--- config.mk ---
export PLATFORM = sky130hd
export DESIGN_NAME = alu_issue_ctrl
export DESIGN_NICKNAME = d
export VERILOG_FILES = /design/src/rtl/alu_pkg.sv /design/src/rtl/alu_decode.sv /design/src/rtl/alu_issue_ctrl.sv
export SDC_FILE = /design/constraint.sdc
export NUM_CORES = 1
export LEC_CHECK = 0
export BUFFER_PORTS_ARGS = -buffer_cell sky130_fd_sc_hd__clkbuf_2
export CAP_MARGIN = 0
export CORE_UTILIZATION = 41
export CTS_BUF_LIST = sky130_fd_sc_hd__clkbuf_16
export DETAILED_ROUTE_END_ITERATION = 16
export GPL_TIMING_DRIVEN = 0
export PLACE_DENSITY_LB_ADDON = 0.2
export RECOVER_POWER = 50
export SLEW_MARGIN = 20
export SYNTH_ARGS = -nofsm -noshare
export SYNTH_HDL_FRONTEND = slang
export SYNTH_SLANG_ARGS = --single-unit
export TNS_END_PERCENT = 30
--- constraint.sdc ---
create_clock -name i_clk -period 2.1 [get_ports i_clk]
set_input_delay 0.42 -clock i_clk [delete_from_list [all_inputs] [get_ports i_clk]]
set_output_delay 0.42 -clock i_clk [all_outputs]
set_load 0.005 [all_outputs]
--- src/rtl/alu_pkg.sv ---
// Shared constants for the ALU issue controller: ALUControl codes, opcodes,
// funct3/funct7 values and the sequencing FSM state type.
package alu_pkg;

    localparam logic [2:0] ALU_ADD   = 3'b000;
    localparam logic [2:0] ALU_SUB   = 3'b001;
    localparam logic [2:0] ALU_AND   = 3'b010;
    localparam logic [2:0] ALU_OR    = 3'b011;
    localparam logic [2:0] ALU_XOR   = 3'b100;
    localparam logic [2:0] ALU_SHIFT = 3'b101;
    localparam logic [2:0] ALU_COMP  = 3'b110;

    localparam logic [6:0] OPC_OP    = 7'b0110011;
    localparam logic [6:0] OPC_OPIMM = 7'b0010011;

    localparam logic [2:0] F3_ADD  = 3'b000;
    localparam logic [2:0] F3_SLL  = 3'b001;
    localparam logic [2:0] F3_SLT  = 3'b010;
    localparam logic [2:0] F3_SLTU = 3'b011;
    localparam logic [2:0] F3_XOR  = 3'b100;
    localparam logic [2:0] F3_SR   = 3'b101;
    localparam logic [2:0] F3_OR   = 3'b110;
    localparam logic [2:0] F3_AND  = 3'b111;

    localparam logic [6:0] F7_BASE = 7'b0000000;
    localparam logic [6:0] F7_ALT  = 7'b0100000;

    typedef enum logic [1:0] {
        StIdle,
        StRead,
        StExec,
        StWb
    } state_e;

endpackage

--- src/rtl/alu_decode.sv ---
// Combinational decode of an OP / OP-IMM instruction into ALUControl, the
// funct7 forwarded to the ALU, the R-type flag and the illegal flag.
module alu_decode
    import alu_pkg::*;
(
    input  logic [6:0] i_opcode,
    input  logic [2:0] i_funct3,
    input  logic [6:0] i_funct7,
    output logic [2:0] o_alu_ctrl,
    output logic [6:0] o_funct7,
    output logic       o_is_rtype,
    output logic       o_illegal
);

    logic w_is_op;
    logic w_is_opimm;
    logic w_is_shift;
    logic w_f7_ok;

    assign w_is_op    = (i_opcode == OPC_OP);
    assign w_is_opimm = (i_opcode == OPC_OPIMM);
    assign w_is_shift = (i_funct3 == F3_SLL) || (i_funct3 == F3_SR);
    assign o_is_rtype = w_is_op;

    // The alternate funct7 is only meaningful for SUB/SRA (R-type) and SRAI.
    always_comb begin
        w_f7_ok = 1'b0;
        if (i_funct7 == F7_BASE) begin
            w_f7_ok = 1'b1;
        end else if (i_funct7 == F7_ALT) begin
            if (w_is_op) begin
                w_f7_ok = (i_funct3 == F3_ADD) || (i_funct3 == F3_SR);
            end else begin
                w_f7_ok = (i_funct3 == F3_SR);
            end
        end
    end

    assign o_illegal = !(w_is_op || w_is_opimm) || ((w_is_op || w_is_shift) && !w_f7_ok);
    assign o_funct7  = (w_is_op || w_is_shift) ? i_funct7 : 7'd0;

    always_comb begin
        o_alu_ctrl = ALU_ADD;
        unique case (i_funct3)
            F3_ADD:  o_alu_ctrl = (w_is_op && i_funct7[5]) ? ALU_SUB : ALU_ADD;
            F3_SLL:  o_alu_ctrl = ALU_SHIFT;
            F3_SLT:  o_alu_ctrl = ALU_COMP;
            F3_SLTU: o_alu_ctrl = ALU_COMP;
            F3_XOR:  o_alu_ctrl = ALU_XOR;
            F3_SR:   o_alu_ctrl = ALU_SHIFT;
            F3_OR:   o_alu_ctrl = ALU_OR;
            F3_AND:  o_alu_ctrl = ALU_AND;
            default: o_alu_ctrl = ALU_ADD;
        endcase
    end

endmodule

--- src/rtl/alu_issue_ctrl.sv ---
// Four-phase ALU front end: accept an OP/OP-IMM instruction, read the register
// file, present stable ALU operands, then write the captured result back.
module alu_issue_ctrl #(
    parameter int unsigned XLEN  = 32,
    parameter int unsigned RF_AW = 5
) (
    input  logic             i_clk,
    input  logic             i_rst,
    input  logic             i_instr_valid,
    input  logic [31:0]      i_instr,
    output logic             o_instr_ready,
    output logic [RF_AW-1:0] o_rs1_addr,
    output logic [RF_AW-1:0] o_rs2_addr,
    input  logic [XLEN-1:0]  i_rs1_data,
    input  logic [XLEN-1:0]  i_rs2_data,
    output logic [XLEN-1:0]  o_alu_a,
    output logic [XLEN-1:0]  o_alu_b,
    output logic [4:0]       o_alu_shamt,
    output logic [2:0]       o_alu_funct3,
    output logic [6:0]       o_alu_funct7,
    output logic [2:0]       o_alu_ctrl,
    input  logic [XLEN-1:0]  i_alu_result,
    output logic             o_wb_valid,
    output logic [RF_AW-1:0] o_wb_rd,
    output logic [XLEN-1:0]  o_wb_data,
    output logic             o_illegal
);
    import alu_pkg::*;

    state_e           r_state;
    logic [31:0]      r_instr;
    logic [XLEN-1:0]  r_alu_a;
    logic [XLEN-1:0]  r_alu_b;
    logic [4:0]       r_alu_shamt;
    logic [2:0]       r_alu_funct3;
    logic [6:0]       r_alu_funct7;
    logic [2:0]       r_alu_ctrl;
    logic             r_wb_valid;
    logic [RF_AW-1:0] r_wb_rd;
    logic [XLEN-1:0]  r_wb_data;

    logic [2:0]       w_ctrl;
    logic [6:0]       w_funct7;
    logic             w_is_rtype;
    logic             w_illegal;
    logic [XLEN-1:0]  w_imm;
    logic [4:0]       w_rd;

    alu_decode u_decode (
        .i_opcode   (r_instr[6:0]),
        .i_funct3   (r_instr[14:12]),
        .i_funct7   (r_instr[31:25]),
        .o_alu_ctrl (w_ctrl),
        .o_funct7   (w_funct7),
        .o_is_rtype (w_is_rtype),
        .o_illegal  (w_illegal)
    );

    assign w_imm = {{(XLEN-12){r_instr[31]}}, r_instr[31:20]};
    assign w_rd  = r_instr[11:7];

    always_ff @(posedge i_clk) begin
        if (i_rst) begin
            r_state      <= StIdle;
            r_instr      <= '0;
            r_alu_a      <= '0;
            r_alu_b      <= '0;
            r_alu_shamt  <= '0;
            r_alu_funct3 <= '0;
            r_alu_funct7 <= '0;
            r_alu_ctrl   <= '0;
            r_wb_valid   <= 1'b0;
            r_wb_rd      <= '0;
            r_wb_data    <= '0;
        end else begin
            r_wb_valid <= 1'b0;
            unique case (r_state)
                StIdle: begin
                    if (i_instr_valid) begin
                        r_instr <= i_instr;
                        r_state <= StRead;
                    end
                end
                StRead: begin
                    // Rejected instructions leave the ALU inputs untouched.
                    if (w_illegal) begin
                        r_state <= StIdle;
                    end else begin
                        r_alu_a      <= i_rs1_data;
                        r_alu_b      <= w_is_rtype ? i_rs2_data : w_imm;
                        r_alu_shamt  <= w_is_rtype ? i_rs2_data[4:0] : r_instr[24:20];
                        r_alu_funct3 <= r_instr[14:12];
                        r_alu_funct7 <= w_funct7;
                        r_alu_ctrl   <= w_ctrl;
                        r_state      <= StExec;
                    end
                end
                StExec: begin
                    r_wb_data  <= i_alu_result;
                    r_wb_rd    <= RF_AW'(w_rd);
                    r_wb_valid <= (w_rd != 5'd0);
                    r_state    <= StWb;
                end
                StWb: begin
                    r_state <= StIdle;
                end
                default: begin
                    r_state <= StIdle;
                end
            endcase
        end
    end

    assign o_instr_ready = (r_state == StIdle);
    assign o_illegal     = (r_state == StRead) && w_illegal;
    assign o_rs1_addr    = RF_AW'(r_instr[19:15]);
    assign o_rs2_addr    = RF_AW'(r_instr[24:20]);
    assign o_alu_a       = r_alu_a;
    assign o_alu_b       = r_alu_b;
    assign o_alu_shamt   = r_alu_shamt;
    assign o_alu_funct3  = r_alu_funct3;
    assign o_alu_funct7  = r_alu_funct7;
    assign o_alu_ctrl    = r_alu_ctrl;
    assign o_wb_valid    = r_wb_valid;
    assign o_wb_rd       = r_wb_rd;
    assign o_wb_data     = r_wb_data;

endmodule

# Yosys cells after proc, flatten, opt, wreduce, memory -nomap -nowiden
# Index checks and enable logic that the tools add are counted.
[totals]
in_bits = 131
out_inout_bits = 132
elab_cells = 57
reg_bits = 154
[op_classes]
n_eq_ne = 14
bitwise = 2
reduce_logical = 19
n_mux = 11
[ops]
columns = ["operator", "count"]
rows = [
  ["$mux W32", 1],
  ["$pmux W3 S6", 1],
  ["$eq A7 B6 Y1 const B", 2],
  ["$eq A3 B3 Y1 const B", 4],
  ["$pmux W2 S4", 1],
  ["$eq A7 B5 Y1 const B", 1],
  ["$logic_not A7 Y1", 1],
  ["$mux W7", 1],
  ["$eq A3 B2 Y1 const B", 2],
  ["$reduce_or A2 Y1", 3],
  ["$logic_or A1 B1 Y1", 5],
  ["$mux W5", 1],
  ["$reduce_bool A5 Y1", 1],
  ["$eq A2 B2 Y1 const B", 2],
  ["$mux W1", 4],
  ["$mux W2", 2],
  ["$reduce_and A2 Y1", 2],
  ["$eq A3 B1 Y1 const B", 1],
  ["$logic_and A1 B1 Y1", 3],
  ["$logic_not A3 Y1", 1],
  ["$eq A2 B1 Y1 const B", 1],
  ["$logic_not A1 Y1", 2],
  ["$logic_not A2 Y1", 1],
  ["$ne A2 B2 Y1 const B", 1],
  ["$not A1 Y1", 2],
]

# Logic depth before layout (Yosys ltp)
# Gate-level depths: netlist (run 1).
[depth]
depth_word = 10
depth_mapped = 8
ltp_nobuf = 5

# Cells and area by module
# A second synthesis (run 1) with hierarchy kept.
[hier_totals]
cells_unflattened = 664
hier_area_um2 = 5585.4
[by_module_without_submodules]
columns = ["module", "cells_each", "seq_area_each_um2", "instances", "area_per_inst_um2"]
rows = [
  ["alu_issue_ctrl", 637, 2982.9, 1, 5392.7],
  ["alu_decode", 27, 0.0, 1, 192.7],
]

# Worst setup path before layout (run 1)
# OpenSTA, ideal clock, no wires.
[synth_timing]
kind = "reg-to-reg"
start = "reg r_instr[25]"
end = "reg r_alu_a[10] (netlist: o_alu_a[10])"
arrival_time_ns = 1.985
t_required_ns = 1.968
setup_ns = 0.132
path_buffers = 3
stages_incl_launch_ff = 9
setup_slack_ns = -0.018
period_less_slack_ns = 2.118
path_cell_list = "dfxtp_1 -> or4_1 -> o32a_1 -> or3_1 -> buf_2 -> buf_6 -> buf_6 -> o21ai_1 -> a21oi_1"
[synth_between]
elab_chain_len = 8
elab_cells_between_ends = 9
classes_between = "1 x eq/ne; 2 x mux; 1 x bitwise; 5 x reduce/logical"
[synth_lines]
columns = ["element", "line", "rtl"]
rows = [
  ["start: declaration", "alu_issue_ctrl.sv:31", "logic [31:0] r_instr;"],
  ["start signal: assignment", "alu_issue_ctrl.sv:80", "r_instr <= i_instr;"],
  ["$eq A7 B6 Y1", "alu_decode.sv:30", "end else if (i_funct7 == F7_ALT) begin"],
  ["$mux W1", "alu_decode.sv:30", ""],
  ["$mux W1 (*)", "alu_decode.sv:28", "if (i_funct7 == F7_BASE) begin"],
  ["$logic_not A1 Y1 (*)", "alu_decode.sv:39", "assign o_illegal = !(w_is_op || w_is_opimm) || ((w_is_op || w_is_shift) && !w_f7_ok);"],
  ["$logic_and A1 B1 Y1 (*)", "alu_decode.sv:39", ""],
  ["$logic_or A1 B1 Y1 (*)", "alu_decode.sv:39", ""],
  ["$not A1 Y1 (no source line) (*)", "-", ""],
  ["$reduce_and A2 Y1 (no source line) (*)", "-", ""],
  ["end signal: assignment", "alu_issue_ctrl.sv:89", "r_alu_a <= i_rs1_data;"],
  ["end: declaration", "alu_issue_ctrl.sv:32", "logic [XLEN-1:0] r_alu_a;"],
]
# Mark *: on every way between the ends. The rest lies on a longest branch, timed or not.
# A chain may end at the register's enable or synchronous reset.

# Worst setup path after layout (run 1)
[layout_timing]
start = "reg r_instr[25]"
end = "out o_illegal"
[layout_between]
elab_chain_len = 7
elab_cells_between_ends = 8
classes_between = "1 x eq/ne; 2 x mux; 5 x reduce/logical"
[layout_lines]
columns = ["element", "line", "rtl"]
rows = [
  ["$eq A7 B6 Y1", "alu_decode.sv:30", ""],
  ["$mux W1", "alu_decode.sv:30", ""],
  ["$mux W1 (*)", "alu_decode.sv:28", ""],
  ["$logic_not A1 Y1 (*)", "alu_decode.sv:39", ""],
  ["$logic_and A1 B1 Y1 (*)", "alu_decode.sv:39", ""],
  ["$logic_or A1 B1 Y1 (*)", "alu_decode.sv:39", ""],
  ["$logic_and A1 B1 Y1 (*)", "alu_issue_ctrl.sv:115", "assign o_illegal = (r_state == StRead) && w_illegal;"],
  ["end: declaration", "alu_issue_ctrl.sv:26", "output logic o_illegal"],
]
# Marked as above.

==> results of run 1 <==
[cell usage after synthesis (3+ instances only)]
cell type  instances  area, um2
nand3_1           88        440
nor3_1             3       15.0
a21oi_1          140        701
dfxtp_1          149       2980
nand2b_1           5       31.3
o21ai_1           11       55.1
nor3b_1            6       45.0
nor2_1             6       22.5
nand2_1          160        601
buf_4             15        113
mux2_2            11        124
o21ai_0           61        305
clkbuf_1          53        199
buf_2              9       45.0
nor2b_1            4       25.0
buf_1              4       15.0
[logic make-up after synthesis]
kind of cell    count (synthesis)  synth area share
buf+inv                        84            0.0672
simple gates                  285             0.219
mux                            12            0.0226
compound gates                218             0.188
flops                         149             0.504
[sequential cells by signal, summed over array words and instances, names as in the netlist, named ones only]
name and cells:
r_instr 32, o_alu_b 32, o_alu_a 32, r_state 1
o_wb_data 32, o_alu_ctrl 3, o_wb_rd 5, o_alu_funct3 3
o_alu_funct7 7, o_wb_valid 1
[per-layer routing]
metal,wire length (um),part of all wire
met1,8390,0.44
met2,9090,0.47
met3,1310,0.068
met4,388,0.020
met5,0,0
[power by group through the flow]
stage	combinational (W)	clock, W	sequential [W]
detailed placement	0.000372	0	0.00296
finish	0.000393	0.00328	0.00291
global placement	0.000371	0	0.00296
CTS	0.000385	0.00332	0.00290
floorplan	0.000181	0	0.00295
global route	0.000435	0.00348	0.00291
[what timing repair did]
action,4_1_cts,5_1_grt
pin swaps,6,13
setup buffers,6,1
gates cloned,6,2
resized for setup,73,94
endpoints found under the setup margin,79,79
[worst max path at each step]
stage                     cells after the start  slack (ns)                        to
final                                         5       -0.20                 o_illegal
after global routing                          7       -0.26   o_alu_a[6]$_SDFFE_PP0P_
after CTS                                     5       -0.21                 o_illegal
after detailed placement                      6       -0.63  o_alu_a[31]$_SDFFE_PP0P_
after global placement                        6       -0.64  o_alu_a[31]$_SDFFE_PP0P_
after floorplan                               8       -0.02  o_alu_a[10]$_SDFFE_PP0P_
[metrics by stage]
step | setup WS (ns) | instance area [um2] | hold WS, ns | std cells
global route | -0.265 | 8630 | 0.210 | 1236
detailed placement | -0.634 | 7450 | 0.446 | 1189
floorplan | -0.0177 | 5920 | 0.437 | 748
global placement | -0.638 | 7450 | 0.442 | 1189
CTS | -0.213 | 8460 | 0.204 | 1233
finish | -0.205 | 8630 | 0.221 | 1236
[worst max-delay path, stage by stage, from the launching register on]
cell and delay (ns):
dfxtp_2 0.32, or4_4 0.52, o32a_1 0.33, nor2_1 0.10
a21oi_1 0.07, clkbuf_2 0.13
[layout make-up]
type | instances | share of cell area
flip-flops and latches | 149 | 0.346
multi-input cells | 516 | 0.321
repair buffers | 275 | 0.169
plain buffers | 83 | 0.0637
clock buffers | 17 | 0.0493
well taps | 180 | 0.0261
clock inverters | 15 | 0.0248
inverters | 1 | 0.000435
==> impl_metrics.py, run 1 <==
metrics = {
    "cells_and_area": {
        "seqCellArea_mm2": 0.00299,
        "n_fill_cell": 1400,
        "final_cell_mix": "201 x clkbuf_2, 160 x nand2_1, 146 x dfxtp_1",
        "multi_input_area_mm2": 0.00277,
        "mostFrequentLayoutCell": "clkbuf_2",
        "utilization": 0.617,
        "nNetsFinal": 1174,
        "area_growth_pct": 45.7,
        "drive_gt1_frac": 0.322,
        "antenna-diode-count": 0,
    },
    "min_path": {
        "min_path_type": "in2reg",
        "whs_endpoint": "o_wb_data[6]$_SDFFE_PP0P_",
        "hold_start": "i_alu_result[6]",
        "min_path_cells": 3,
    },
    "power_and_ir_drop": {
        "clkPwrFrac": 0.498,
        "power_w": 0.00657,
        "comb_power_share": 0.060,
        "switching_power_w": 0.00143,
        "swShare": 0.217,
        "p_leak_nw": 3.51,
        "power_frac_seq": 0.442,
        "pwr_density_cell_mw_per_mm2": 762,
        "intPower_w": 0.00514,
        "peakVddDrop_uv": 542,
    },
    "place": {
        "dpl.hpwl_mm": 13.7,
        "portBuffers": 261,
        "place.gp.congestion": 0.864,
    },
    "setup_path": {
        "timing.rr.start": "r_instr[25]$_SDFFE_PP0P_",
        "startpoint": "r_instr[25]$_SDFFE_PP0P_",
        "r2r_slack_ns": -0.20,
        "cp.required_ns": 1.68,
        "r2r_end": "o_alu_b[27]$_SDFFE_PP0P_",
        "worst_setup_path_start_kind": "flip-flop",
        "worstSetupPathType": "reg2out",
        "cp.arrival_ns": 1.88,
        "endpoint_kind": "output pin",
        "ff2ff_path_depth": 8,
        "path_max_fanout": 3,
    },
    "logic_synthesis": {
        "netlist_instances": 748,
        "ys_seq_elements": 149,
        "yosysSeqAreaShare": 0.504,
        "synth.cell_area_mm2": 0.00592,
        "avgSynthCellArea_um2": 7.92,
        "ys_warn_count": 0,
        "synth_cell_types": 34,
        "yosys_most_used_dff": "dfxtp_1",
        "async_reset_ff_frac": 0,
        "syn_nets": 879,
        "synth_edf_count": 0,
    },
    "routing": {
        "drt_wl_total_mm": 19.2,
        "route.detailed.drc": 0,
        "num_vias": 6269,
        "drtPass1Iterations": 5,
        "wire_per_inst_um": 15.5,
        "via_per_inst": 5.07,
        "drtAntennaViolNets": 0,
        "drt-initial-drc-count": 337,
    },
    "timing": {
        "setup_viol_count_final": 78,
        "period_share": 1.10,
        "hold_viol_final": 0,
        "worst_slew_pin_slew_ns": 0.715,
        "rsz0062_at_grt": "yes",
        "fin_ws_ns": -0.205,
        "period_needed_ns": 2.30,
        "max_freq_mhz": 434,
        "tns_ns": -9.20,
        "relSlewSlack": 0.523,
        "final_max_slew_viol_count": 0,
        "skew_ns": 0.00829,
    },
    "global_route": {
        "grt_overflow": 0,
        "use_met1": 0.320,
        "grt_pass1_vias": 5786,
        "met2_usage": 0.411,
        "grt_pass1_wl_mm": 29.0,
        "grt_use_met3": 0.0651,
        "grt_start_max_net_pins": 17,
        "busiest_layer": "met2",
        "grtUsageTotal": 0.253,
        "antenna_found_initial": 0,
    },
    "clock_tree": {
        "ctsHoldBuffers": 0,
        "cts_root_buffer": "clkbuf_16",
        "cts.path.max_buffers": 2,
        "cts.clk_slew.worst_paths_ns": 0.06,
        "cts_sinks": 149,
        "cts.htree.levels": 4,
        "numCtsBuffers": 17,
        "cts_tree": "built",
        "clock_latency_ns": 0.42,
    },
    "floorplanning": {
        "die_y_um": 122,
        "initial_utilization": 0.423,
        "fp.dieW_um": 122,
        "io_pins": 263,
        "core_area_mm2": 0.0140,
        "die-area_mm2": 0.0149,
        "rows": 43,
    },
    "status": {
        "violations": "negative setup slack",
        "status": "finished with violations",
    },
    "job": {
        "maxCapViolCount": 0,
    },
}
No activity file was read; power rests on OpenSTA's default activity.
==> run 2, diff against run 1 <==
--- a/config.mk
+++ b/config.mk
@@ -7,12 +7,15 @@
 export LEC_CHECK = 0
 export BUFFER_PORTS_ARGS = -buffer_cell sky130_fd_sc_hd__clkbuf_2
 export CAP_MARGIN = 0
+export CORE_MARGIN = 1.5
 export CORE_UTILIZATION = 41
 export CTS_BUF_LIST = sky130_fd_sc_hd__clkbuf_16
 export DETAILED_ROUTE_END_ITERATION = 16
+export GPL_ROUTABILITY_DRIVEN = 0
 export GPL_TIMING_DRIVEN = 0
 export PLACE_DENSITY_LB_ADDON = 0.2
 export RECOVER_POWER = 50
+export SKIP_CTS_REPAIR_TIMING = 1
 export SLEW_MARGIN = 20
 export SYNTH_ARGS = -nofsm -noshare
 export SYNTH_HDL_FRONTEND = slang
==> run 2 against run 1 <==
Compared with the run above: the run still ends with negative setup slack left; combinational power is 2% lower; die area is 1.6% higher; total power is 0.80% lower; clock skew is 0.0027 ns lower; sequential cell count stayed put; highest routed layer unchanged; sequential share of layout area is 1.3 points higher; non-clock buffer count is 6 lower; worst setup slack worse by 0.086 ns; sequential power hardly changed; via count is 1.2% lower; design area is 3.7% lower; final cell count is 0.65% lower.
==> impl_metrics.py, run 2 (synthesized netlist as in run 1, its figures left out) <==
metrics = {
    "status": {
        "status": "finished with violations",
        "violations": "negative setup slack",
    },
    "power_and_ir_drop": {
        "comb_power_share": 0.059,
        "p_leak_nw": 3.40,
        "swShare": 0.215,
        "pwr_density_cell_mw_per_mm2": 785,
        "switching_power_w": 0.00140,
        "peakVddDrop_uv": 471,
        "clkPwrFrac": 0.495,
        "intPower_w": 0.00512,
        "power_w": 0.00652,
        "power_frac_seq": 0.446,
    },
    "routing": {
        "route.detailed.drc": 0,
        "drt-initial-drc-count": 316,
        "drtPass1Iterations": 4,
        "drt_wl_total_mm": 18.7,
        "via_per_inst": 5.05,
        "drtAntennaViolNets": 0,
        "wire_per_inst_um": 15.2,
        "num_vias": 6196,
    },
    "cells_and_area": {
        "design_area_mm2": 0.00831,
        "mostFrequentLayoutCell": "clkbuf_2",
        "drive_gt1_frac": 0.291,
        "n_fill_cell": 1400,
        "multi_input_area_mm2": 0.00269,
        "nNetsFinal": 1167,
        "final_cell_mix": "197 x clkbuf_2, 160 x nand2_1, 145 x dfxtp_1",
        "seqCellArea_mm2": 0.00299,
        "antenna-diode-count": 0,
        "area_growth_pct": 40.3,
    },
    "setup_path": {
        "r2r_slack_ns": -0.26,
        "endpoint_kind": "output pin",
        "crit_buf_inv": 1,
        "timing.rr.start": "r_instr[27]$_SDFFE_PP0P_",
        "path_cells": "or4_4, o32a_1, nor2_1, a21oi_1, buf_2",
        "crit_family": "simple AND/OR/NAND/NOR gates",
        "path_max_fanout": 3,
        "worstSetupPathType": "reg2out",
        "startpoint": "r_instr[27]$_SDFFE_PP0P_",
        "worst_setup_path_start_kind": "flip-flop",
        "max_stage_delay_ns": 0.51,
        "cp.required_ns": 1.68,
        "cp.arrival_ns": 1.97,
        "slowest_stage": "or4_4",
    },
    "place": {
        "portBuffers": 261,
        "pre_cts_ws_ns": -0.757,
        "dpl.hpwl_mm": 13.8,
        "placed_area_mm2": 0.00745,
    },
    "global_route": {
        "grtUsageTotal": 0.241,
        "grt_start_max_net_pins": 17,
        "grt_pass1_wl_mm": 27.9,
        "met2_usage": 0.382,
        "grt_overflow": 0,
        "grt_pass1_vias": 5491,
        "use_met1": 0.306,
        "grt_use_met3": 0.0849,
        "antenna_found_initial": 0,
        "busiest_layer": "met2",
    },
    "timing": {
        "rsz0062_at_grt": "yes",
        "period_share": 1.14,
        "fin_ws_ns": -0.290,
        "period_needed_ns": 2.39,
        "setup_viol_count_final": 78,
        "hold_viol_final": 0,
        "relSlewSlack": 0.566,
        "worst_slew_pin_slew_ns": 0.652,
        "skew_ns": 0.00554,
        "max_freq_mhz": 418,
        "final_max_slew_viol_count": 0,
    },
    "min_path": {
        "min_path_type": "in2reg",
        "hold_start": "i_instr[7]",
    },
    "clock_tree": {
        "cts.path.max_buffers": 2,
        "cts_tree": "built",
        "cts_sinks": 149,
        "cts.clk_slew.worst_paths_ns": 0.06,
        "cts.htree.levels": 4,
        "clock_latency_ns": 0.42,
        "numCtsBuffers": 17,
        "cts_root_buffer": "clkbuf_16",
    },
    "floorplanning": {
        "rows": 43,
        "io_pins": 263,
        "initial_utilization": 0.423,
        "fp.dieW_um": 123,
        "core_area_mm2": 0.0140,
        "die-area_mm2": 0.0152,
        "die_y_um": 123,
    },
    "job": {
        "maxCapViolCount": 0,
    },
}
[run 2: cell types whose count changed in the layout (fill, tap and decap cells not counted), sizes merged]
cell      previous run  this run
clkbuf             331       327
buf                 44        42
clkinvlp             3         1
inv                  3         4
nor2                 8         7
[run 2: area by class of cell]
type                       count  area share
inverter                       1    0.000452
tap                          180      0.0271
multi-input combinational    515       0.323
clock buffer                  17      0.0512
buffer                        83      0.0571
sequential                   149       0.360
clock inverter                14      0.0233
timing repair buffer         269       0.158
[run 2: worst paths after layout]
path	depth (start not counted)	endpoint
hold reg to reg	2	o_wb_rd[4]$_SDFFE_PP0P_
hold / removal	3	r_instr[7]$_SDFFE_PP0P_
setup reg to reg	8	o_alu_a[13]$_SDFFE_PP0P_
setup / recovery	5	o_illegal
[run 2: through the flow]
stage	util	hold slack [ns]	cells	TNS, ns
global placement	0.533	0.441	1189	-49.37
floorplan	-	0.437	748	-0.177
detailed placement	0.533	0.445	1189	-53.17
CTS	0.577	0.198	1220	-54.96
finish	0.594	0.210	1228	-11.64
global route	0.594	0.200	1228	-17.02
[run 2: worst min-delay path: cells and delay by family]
kind / cells / cell delay (ns)
AOI/OAI and AO/OA: 1 / 0.05
buffers and inverters: 1 / 0.08
and+or+nand+nor: 1 / 0.04
[run 2: power groups by stage]
stage	Sequential, W	Combinational (W)	Clock [W]
floorplan	0.00295	0.000181	0
global placement	0.00296	0.000368	0
detailed placement	0.00296	0.000371	0
CTS	0.00290	0.000374	0.00327
global route	0.00291	0.000428	0.00342
finish	0.00291	0.000386	0.00323
[run 2: metal layers]
layer  up-vias  part of all wire  routed length, um
li1       3125                 -                  -
met1      2821              0.43               8100
met5         -                 0                  0
met3        23             0.079               1470
met2       227              0.47               8770
met4         0             0.017                314
